File: config.mk
export PLATFORM = sky130hd
export DESIGN_NAME = step_controller
export DESIGN_NICKNAME = d
export VERILOG_FILES = /design/src/rtl/step_controller.sv
export SDC_FILE = /design/constraint.sdc
export NUM_CORES = 1
export LEC_CHECK = 0
export ABC_AREA = 1
export BUFFER_PORTS_ARGS = -buffer_cell sky130_fd_sc_hd__buf_2
export CAP_MARGIN = 20
export CORE_AREA = 2 2 83 85
export CTS_CLUSTER_SIZE = 20
export DETAILED_ROUTE_END_ITERATION = 6
export DIE_AREA = 0 0 85 87
export PLACE_DENSITY = 0.89
export SETUP_SLACK_MARGIN = 0.5
export SLEW_MARGIN = 20
export SYNTH_ARGS = -nofsm -noshare
export SYNTH_HDL_FRONTEND = slang
export SYNTH_SLANG_ARGS = --single-unit
File: constraint.sdc
create_clock -name CLOCK_50 -period 6.8 [get_ports CLOCK_50]
set_input_delay 1.7 -clock CLOCK_50 [delete_from_list [all_inputs] [get_ports CLOCK_50]]
set_output_delay 1.7 -clock CLOCK_50 [all_outputs]
set_load 0.005 [all_outputs]
File: src/rtl/step_controller.sv
// Run/single-step/burst controller: debounced push-buttons drive a registered pipeline enable.
// Optional burst key and BURST state are enabled by defining STEP_CTRL_BURST_EN.
module step_controller #(
  parameter int DEBOUNCE_CYCLES = 500000,
  parameter int CNT_W           = 24,
  parameter int BURST_LEN       = 16
) (
  input  logic             CLOCK_50,
  input  logic             RESET,
  input  logic             KEY_STEP,
  input  logic             KEY_RUN,
  input  logic             KEY_BURST,
  input  logic             halt_in,
  output logic             step_en,
  output logic             running,
  output logic [1:0]       state,
  output logic [CNT_W-1:0] cycle_count
);

  localparam int DW = $clog2(DEBOUNCE_CYCLES);
  localparam logic [DW-1:0] DB_LAST = DW'(DEBOUNCE_CYCLES - 1);
  localparam int K_RUN  = 0;
  localparam int K_STEP = 1;

`ifdef STEP_CTRL_BURST_EN
  localparam int NK      = 3;
  localparam int K_BURST = 2;
  logic [NK-1:0] key_raw;
  assign key_raw = {KEY_BURST, KEY_STEP, KEY_RUN};
`else
  localparam int NK = 2;
  logic [NK-1:0] key_raw;
  logic          unused_key_burst;
  assign key_raw          = {KEY_STEP, KEY_RUN};
  assign unused_key_burst = KEY_BURST;
`endif

  typedef enum logic [1:0] {
    S_IDLE  = 2'd0,
    S_RUN   = 2'd1,
    S_BURST = 2'd2
  } state_t;

  logic [1:0]    vld_q;
  logic [NK-1:0] sync1_q, sync2_q, lvl_q, armed_q, press_q;
  logic [DW-1:0] db_cnt_q [NK];

  // A key stays disarmed after reset until it has been seen released for a full
  // debounce window, so a button held through reset never produces a press.
  always_ff @(posedge CLOCK_50 or posedge RESET) begin
    if (RESET) begin
      vld_q   <= '0;
      sync1_q <= '1;
      sync2_q <= '1;
      lvl_q   <= '1;
      armed_q <= '0;
      press_q <= '0;
      for (int unsigned i = 0; i < NK; i++) db_cnt_q[i] <= '0;
    end else begin
      vld_q   <= {vld_q[0], 1'b1};
      sync1_q <= key_raw;
      sync2_q <= sync1_q;
      press_q <= '0;
      for (int unsigned i = 0; i < NK; i++) begin
        if (!armed_q[i]) begin
          if (vld_q[1] && sync2_q[i]) begin
            if (db_cnt_q[i] == DB_LAST) begin
              armed_q[i]  <= 1'b1;
              db_cnt_q[i] <= '0;
            end else begin
              db_cnt_q[i] <= db_cnt_q[i] + 1'b1;
            end
          end else begin
            db_cnt_q[i] <= '0;
          end
        end else if (sync2_q[i] != lvl_q[i]) begin
          if (db_cnt_q[i] == DB_LAST) begin
            lvl_q[i]    <= sync2_q[i];
            db_cnt_q[i] <= '0;
            press_q[i]  <= ~sync2_q[i];
          end else begin
            db_cnt_q[i] <= db_cnt_q[i] + 1'b1;
          end
        end else begin
          db_cnt_q[i] <= '0;
        end
      end
    end
  end

  logic ev_run, ev_step, ev_burst;
  assign ev_run  = press_q[K_RUN];
  assign ev_step = press_q[K_STEP];
`ifdef STEP_CTRL_BURST_EN
  assign ev_burst = press_q[K_BURST];
`else
  assign ev_burst = 1'b0;
`endif

  state_t           state_q, state_d;
  logic             step_q, step_d;
  logic [7:0]       burst_q, burst_d;
  logic [CNT_W-1:0] cyc_q;

  always_comb begin
    state_d = state_q;
    step_d  = 1'b0;
    burst_d = burst_q;
    if (halt_in) begin
      state_d = S_IDLE;
      burst_d = '0;
    end else begin
      case (state_q)
        S_IDLE: begin
          if (ev_run) begin
            state_d = S_RUN;
            step_d  = 1'b1;
          end else if (ev_burst) begin
            state_d = S_BURST;
            burst_d = 8'(BURST_LEN);
            step_d  = 1'b1;
          end else if (ev_step) begin
            step_d = 1'b1;
          end
        end
        S_RUN: begin
          if (ev_run) state_d = S_IDLE;
          else        step_d  = 1'b1;
        end
        S_BURST: begin
          if (ev_run || burst_q == 8'd1) begin
            state_d = S_IDLE;
            burst_d = '0;
          end else begin
            burst_d = burst_q - 8'd1;
            step_d  = 1'b1;
          end
        end
        default: state_d = S_IDLE;
      endcase
    end
  end

  always_ff @(posedge CLOCK_50 or posedge RESET) begin
    if (RESET) begin
      state_q <= S_IDLE;
      step_q  <= 1'b0;
      burst_q <= '0;
      cyc_q   <= '0;
    end else begin
      state_q <= state_d;
      step_q  <= step_d;
      burst_q <= burst_d;
      cyc_q   <= cyc_q + CNT_W'(step_q);
    end
  end

  assign step_en     = step_q;
  assign running     = (state_q != S_IDLE);
  assign state       = state_q;
  assign cycle_count = cyc_q;

endmodule

==> results.py, run 1 <==
metrics = {
    "clock_network": {
        "clk_path_buf_depth": 2,
        "numCtsBuffers": 9,
        "cts.sinks": 76,
        "tritoncts": "done",
        "post-cts-setup-buffer-count": 0,
        "ctsHtreeMaxLevel": 3,
        "root_buffer": "clkbuf_8",
        "hold_buffers": 0,
        "path_clk_slew_ns": 0.08,
        "post_cts_resized": 0,
        "insertion_delay_ns": 0.37,
    },
    "sta": {
        "max_freq_ghz": 0.371,
        "clock-skew-final_ns": 0.00765,
        "finalMaxSlewViolations": 0,
        "relSlewSlack_pct": 40.1,
        "setup_viol_count_final": 0,
        "finalCritPeriodShare_pct": 39.7,
        "period_needed_ns": 2.70,
        "timing.setup.tns_ns": 0,
        "tightest_slew_ns": 0.899,
        "hold_viol_final": 0,
        "rsz0062_at_grt": "false",
    },
    "grt": {
        "grtUsageTotal_pct": 23.4,
        "grt_pass1_wl_um": 13700,
        "grt_remaining_overflow": 0,
        "antenna_found_initial": 0,
        "grt_max_degree": 77,
        "first_global_vias": 3155,
    },
    "drt": {
        "antenna_left": 0,
        "drtIter0Drc": 260,
        "drt_first_pass_iters": 5,
        "routed_via_density": 5.28,
        "wl_per_cell_um": 12.4,
        "num_vias": 3408,
        "routed_wl_um": 7980,
        "drcViolationCount": 0,
    },
    "finish": {
        "stdcell_area_um2": 4470,
        "drive_gt1_share_pct": 13.5,
        "diodes": 0,
        "n_fill_cell": 515,
        "area_delta_synth_final_pct": 11.5,
        "final_nets": 570,
    },
    "floorplanning": {
        "rows": 30,
        "die_w_um": 85,
        "dieArea_um2": 7400,
        "start_util_pct": 61.0,
        "die_h_um": 87,
        "ios": 34,
        "coreArea_um2": 6570,
    },
    "pwr": {
        "p_clk_share_pct": 45.7,
        "combPwrFrac_pct": 2.2,
        "p_int_mw": 0.687,
        "p_sw_share_pct": 21.7,
        "leakage_nw": 2.11,
        "power_density_nw_per_um2": 196,
        "pwr-share-seq_pct": 52.1,
        "power_switching_mw": 0.191,
        "irDropWorstVdd_mv": 0.132,
    },
    "logic_synthesis": {
        "synth_warnings": 0,
        "syn-num-nets": 530,
        "syn-instance-count": 520,
        "yosysSeqAreaShare_pct": 47.6,
        "synth-seq-cells": 76,
        "avgSynthCellArea_um2": 7.71,
        "syn_area_um2": 4010,
        "synth_cell_types": 30,
    },
    "setup_path": {
        "crit_chain": "buf_2",
        "worstSetupPathType": "reg2out",
        "critPathTopFamily": "flip-flops",
        "cp_slowest_cell": "dfrtp_1",
        "cp_data_required_time_ns": 5.10,
        "crit_arrival_ns": 1.00,
        "end_kind": "output pin",
        "startpoint_type": "register",
        "max_stage_delay_ns": 0.47,
        "worst-path-buf-inv": 1,
        "crit_fanout": 8,
    },
    "placed_design": {
        "portBuffers": 31,
        "place_area_um2": 4240,
        "dp_hpwl_um": 5720,
        "gp_congestion": 0.948,
    },
    "run_status": {
        "status": "finished clean",
    },
    "run": {
        "drv_cap": 0,
    },
    "worst_hold_path": {
        "hp-class": "reg2reg",
    },
}
metrics by stage:
step                setup WS, ns  instances  util [%]  total power, mW  hold WS, ns
finish                      4.10        645      68.1            0.878        0.355
floorplan                   3.17        520         -            0.482        0.331
global route                4.06        645      68.1            0.904        0.357
detailed placement          4.14        629      64.5            0.487        0.336
global placement            4.17        629      64.5            0.486        0.332
CTS                         4.10        645      68.1            0.885        0.358
Yosys cell counts:
| master | count | share of area [%] |
|---|---|---|
| nand4_1 | 11 | 1.7 |
| nor2_1 | 118 | 11 |
| dfrtp_1 | 70 | 44 |
| xor2_1 | 24 | 5.2 |
| nand3b_1 | 5 | 0.94 |
| nand3_1 | 20 | 2.5 |
| nand2_1 | 145 | 14 |
| o21ai_0 | 6 | 0.75 |
| buf_4 | 2 | 0.37 |
| nor2_2 | 12 | 1.9 |
| xnor2_1 | 6 | 1.3 |
| ha_1 | 4 | 1.2 |
| nor3b_1 | 1 | 0.19 |
| dfstp_2 | 6 | 3.9 |
| nor3_1 | 15 | 1.9 |
| nand3_2 | 2 | 0.50 |
| conb_1 | 2 | 0.19 |
| nand2_2 | 1 | 0.16 |
| nor2_8 | 1 | 0.50 |
| or2_2 | 1 | 0.16 |
| o31ai_1 | 1 | 0.19 |
| nand3_4 | 1 | 0.44 |
| nor2_4 | 2 | 0.56 |
| a21oi_1 | 8 | 1.0 |
| and2_1 | 2 | 0.31 |
| inv_1 | 49 | 4.6 |
| o21bai_1 | 2 | 0.37 |
| inv_4 | 1 | 0.16 |
| nor2b_1 | 1 | 0.16 |
| buf_12 | 1 | 0.50 |
logic make-up (layout without fill, tap and decap cells):
group / after synthesis / in the layout / synth area share (%)
AO/OA/AOI/OAI: 17 / 17 / 2.31
XOR/XNOR: 30 / 30 / 6.55
adder cells (fa/ha/maj): 4 / 4 / 1.25
buffers and inverters: 53 / 98 / 5.62
flip-flops: 76 / 76 / 47.6
other: 2 / 2 / 0.187
AND/OR/NAND/NOR: 338 / 338 / 36.5
worst paths after layout:
| kind | end | start | slack [ns] | cells after the start |
|---|---|---|---|---|
| setup / recovery | cycle_count[16] | cycle_count[16]$_DFF_PP0_ | 4.10 | 1 |
| hold / removal | vld_q[1]$_DFF_PP0_ | vld_q[0]$_DFF_PP0_ | 0.35 | 0 |
| setup reg to reg | cycle_count[12]$_DFF_PP0_ | step_en$_DFF_PP0_ | 4.83 | 9 |
| hold reg to reg | vld_q[1]$_DFF_PP0_ | vld_q[0]$_DFF_PP0_ | 0.35 | 0 |
| max in group asynchronous | db_cnt_q[9]$_DFF_PP0_ | RESET | 4.62 | 3 |
| min in group asynchronous | db_cnt_q[20]$_DFF_PP0_ | RESET | 1.60 | 3 |
layout make-up:
| type | instances | area, um^2 | area share (%) |
|---|---|---|---|
| Multi-Input combinational cell | 391 | 1880 | 41.9 |
| Sequential cell | 76 | 1910 | 42.7 |
| Clock buffer | 11 | 151 | 3.39 |
| Clock inverter | 5 | 82.6 | 1.85 |
| Tap cell | 80 | 100 | 2.24 |
| Inverter | 50 | 190 | 4.25 |
| Timing Repair Buffer | 32 | 163 | 3.64 |
power by group through the flow:
stage / logic, mW / registers [mW] / clock network (mW)
6_report: 0.0197 / 0.457 / 0.401
5_1_grt: 0.0234 / 0.458 / 0.423
4_1_cts: 0.0206 / 0.457 / 0.407
3_5_place_dp: 0.0205 / 0.466 / 0
3_3_place_gp: 0.0200 / 0.466 / 0
2_1_floorplan: 0.0163 / 0.466 / 0
placed cells by master (no fill, tap or decap), types with 4 or more instances in the layout:
cell and instances:
ha_1 4, nand4_1 11, clkbuf_8 11, nand3_1 20, dfrtp_1 70, dfstp_2 6, a21oi_1 8, xnor2_1 6
xor2_1 24, inv_1 48, nor2_1 118, buf_2 31, nand3b_1 5, nor2_2 12, nand2_1 145, o21ai_0 6
nor3_1 15
flip-flops by register name, summed over array words and instances (netlist names):
| signal | flops |
|---|---|
| armed_q | 2 |
| cycle_count | 24 |
| db_cnt_q | 38 |
| lvl_q | 2 |
| press_q | 2 |
| state | 1 |
| step_en | 1 |
| sync1_q | 2 |
| sync2_q | 2 |
| vld_q | 2 |
layer usage:
metal,vias up,share of wire (%),GRT usage (%)
li1,1691,-,-
met1,1597,44,29.5
met2,99,48,38.6
met4,0,2.3,10.1
met5,-,0,0
met3,21,5.7,5.69
No activity file was read; power rests on OpenSTA's default activity.
==> run 2, diff against run 1 <==
--- a/config.mk
+++ b/config.mk
@@ -8,11 +8,11 @@
 export ABC_AREA = 1
 export BUFFER_PORTS_ARGS = -buffer_cell sky130_fd_sc_hd__buf_2
 export CAP_MARGIN = 20
-export CORE_AREA = 2 2 83 85
+export CORE_AREA = 2 2 90 92
 export CTS_CLUSTER_SIZE = 20
 export DETAILED_ROUTE_END_ITERATION = 6
-export DIE_AREA = 0 0 85 87
-export PLACE_DENSITY = 0.89
+export DIE_AREA = 0 0 92 94
+export PLACE_DENSITY = 0.81
 export SETUP_SLACK_MARGIN = 0.5
 export SLEW_MARGIN = 20
 export SYNTH_ARGS = -nofsm -noshare
==> constraint.sdc (replaced) <==
create_clock -name CLOCK_50 -period 2.35 [get_ports CLOCK_50]
set_input_delay 0.5875 -clock CLOCK_50 [delete_from_list [all_inputs] [get_ports CLOCK_50]]
set_output_delay 0.5875 -clock CLOCK_50 [all_outputs]
set_load 0.005 [all_outputs]
==> run 2 against run 1 <==
  * Global-route usage decreased by 3.2 points
  * Register-to-register slack lost 4.3 ns
  * Sequential share of layout area down 0.23 points
  * Sequential power grew to 2.9 times the previous value
  * Setup slack got worse by 3.5 ns
  * Non-clock buffer count up 1
  * Critical path type is now reg2reg
  * Clock-buffer cell count decreased by 2
  * Highest routed layer unchanged
  * Power rose to 2.7 times the previous value
  * Routed wire length down 0.26%
  * Critical endpoint is now cycle_count[12]$_DFF_PP0_
  * First-iteration DRC count down 37%
  * Via count is 1.0% lower
  * Clock skew is 0.0093 ns higher
==> results.py, run 2 (same netlist as run 1, synthesis figures left out) <==
metrics = {
    "floorplanning": {
        "die_w_um": 92,
        "coreArea_um2": 7610,
        "rows": 32,
        "ios": 34,
        "dieArea_um2": 8650,
        "start_util_pct": 52.7,
        "die_h_um": 94,
    },
    "sta": {
        "finalMaxSlewViolations": 0,
        "rsz0062_at_grt": "true",
        "finalCritPeriodShare_pct": 76.4,
        "clock-skew-final_ns": 0.0170,
        "setup_viol_count_final": 0,
        "max_freq_ghz": 0.557,
        "period_needed_ns": 1.79,
        "timing.setup.tns_ns": 0,
        "hold_viol_final": 0,
    },
    "finish": {
        "final_common_cell": "nand2_1",
        "n_fill_cell": 698,
        "diodes": 0,
        "multiInputGateArea_um2": 1880,
        "drive_gt1_share_pct": 14.1,
        "area_delta_synth_final_pct": 12.1,
        "largest_register": "db_cnt_q",
        "final_nets": 571,
        "regArea_um2": 1910,
        "final_util_pct": 59.1,
        "layout_common_cells": "nand2_1 (145), nor2_1 (117), dfrtp_1 (70)",
        "largest_reg_flops": 38,
    },
    "grt": {
        "antenna_found_initial": 0,
        "grt_remaining_overflow": 0,
        "grt_max_degree": 38,
        "grtUsageTotal_pct": 20.2,
        "first_global_vias": 3204,
        "grt_pass1_wl_um": 14100,
    },
    "pwr": {
        "pwr-share-seq_pct": 55.2,
        "combPwrFrac_pct": 2.6,
        "p_int_mw": 1.83,
        "irDropWorstVdd_mv": 0.335,
        "p_sw_share_pct": 23.7,
        "power_switching_mw": 0.569,
        "leakage_nw": 2.10,
        "power_density_nw_per_um2": 533,
        "p_clk_share_pct": 42.2,
    },
    "run_status": {
        "status": "finished clean",
    },
    "drt": {
        "routed_wl_um": 7960,
        "wl_met2_um": 3850,
        "drcViolationCount": 0,
        "top_layer": "met4",
        "drtIter0Drc": 165,
        "route.met3.wl_um": 297,
        "drt-met1-wl_um": 3700,
        "drt_first_pass_iters": 5,
        "antenna_left": 0,
        "num_vias": 3373,
        "routed_via_density": 5.05,
        "wl_per_cell_um": 11.9,
    },
    "setup_path": {
        "startpoint_type": "register",
        "r2r-start": "cycle_count[0]$_DFF_PP0_",
        "end_kind": "register",
        "crit_fanout": 5,
        "worstSetupPathType": "reg2reg",
        "critPathLaunch": "cycle_count[0]$_DFF_PP0_",
        "cp_data_required_time_ns": 2.61,
        "crit_arrival_ns": 2.05,
    },
    "clock_network": {
        "post-cts-setup-buffer-count": 0,
        "insertion_delay_ns": 0.36,
        "path_clk_slew_ns": 0.09,
        "clk_path_buf_depth": 2,
        "numCtsBuffers": 9,
        "root_buffer": "clkbuf_8",
        "cts.sinks": 76,
        "tritoncts": "done",
        "ctsHtreeMaxLevel": 3,
        "hold_buffers": 0,
    },
    "placed_design": {
        "gp_congestion": 0.947,
        "dp_hpwl_um": 5810,
        "portBuffers": 31,
    },
    "worst_hold_path": {
        "hp-class": "in2async",
    },
    "run": {
        "drv_cap": 0,
    },
}
-- run 2: final cells by class --
type	instances	area share (%)
Sequential cell	76	42.5
Multi-Input combinational cell	391	41.9
Inverter	50	4.31
Timing Repair Buffer	33	4.06
Tap cell	102	2.84
Clock buffer	9	2.76
Clock inverter	7	1.64
-- run 2: repair_timing --
item	4_1_cts	5_1_grt
pin swaps	0	0
setup endpoints to repair	2	10
gates cloned	0	0
gates resized for setup	1	2
-- run 2: per-stage QoR --
step	setup slack (ns)	hold WS (ns)	instance area, um^2	total power, mW	instances
after global placement	0.522	0.332	4290	1.41	652
after global routing	0.401	0.262	4500	2.49	668
after floorplan	0.729	0.331	4010	1.40	520
after CTS	0.537	0.233	4490	2.42	668
final	0.556	0.221	4500	2.40	668
after detailed placement	0.462	0.335	4290	1.41	652
-- run 2: final timing paths --
kind	end	slack [ns]	cells after the start
worst min-delay path	db_cnt_q[32]$_DFF_PP0_	0.22	2
worst max-delay path	cycle_count[12]$_DFF_PP0_	0.56	9
worst min register to register	vld_q[1]$_DFF_PP0_	0.35	0
max in group asynchronous	db_cnt_q[23]$_DFF_PP0_	1.52	3
worst max register to register	cycle_count[12]$_DFF_PP0_	0.56	9
min in group CLOCK_50	sync1_q[0]$_DFF_PP1_	0.33	1
-- run 2: power by group through the flow --
stage / registers, mW / logic [mW] / clock network [mW]
global placement: 1.35 / 0.0625 / 0
global route: 1.33 / 0.0736 / 1.09
detailed placement: 1.35 / 0.0644 / 0
CTS: 1.32 / 0.0648 / 1.04
finish: 1.32 / 0.0617 / 1.01
floorplan: 1.35 / 0.0477 / 0
-- run 2: critical path: stages (launching register included) --
cell and delay, ns:
dfrtp_1 0.35, ha_1 0.24, ha_2 0.27, nand2_1 0.08
nor2_2 0.23, nand2_1 0.13, nor2_1 0.21, nand2_1 0.08
nand2_1 0.07, nand2_1 0.05
-- run 2: per-layer routing --
layer  up-vias  GRT usage, %
met5         -             0
met4         0          6.59
met3        12          4.01
met2        69          34.6
met1      1598          25.9
li1       1694             -
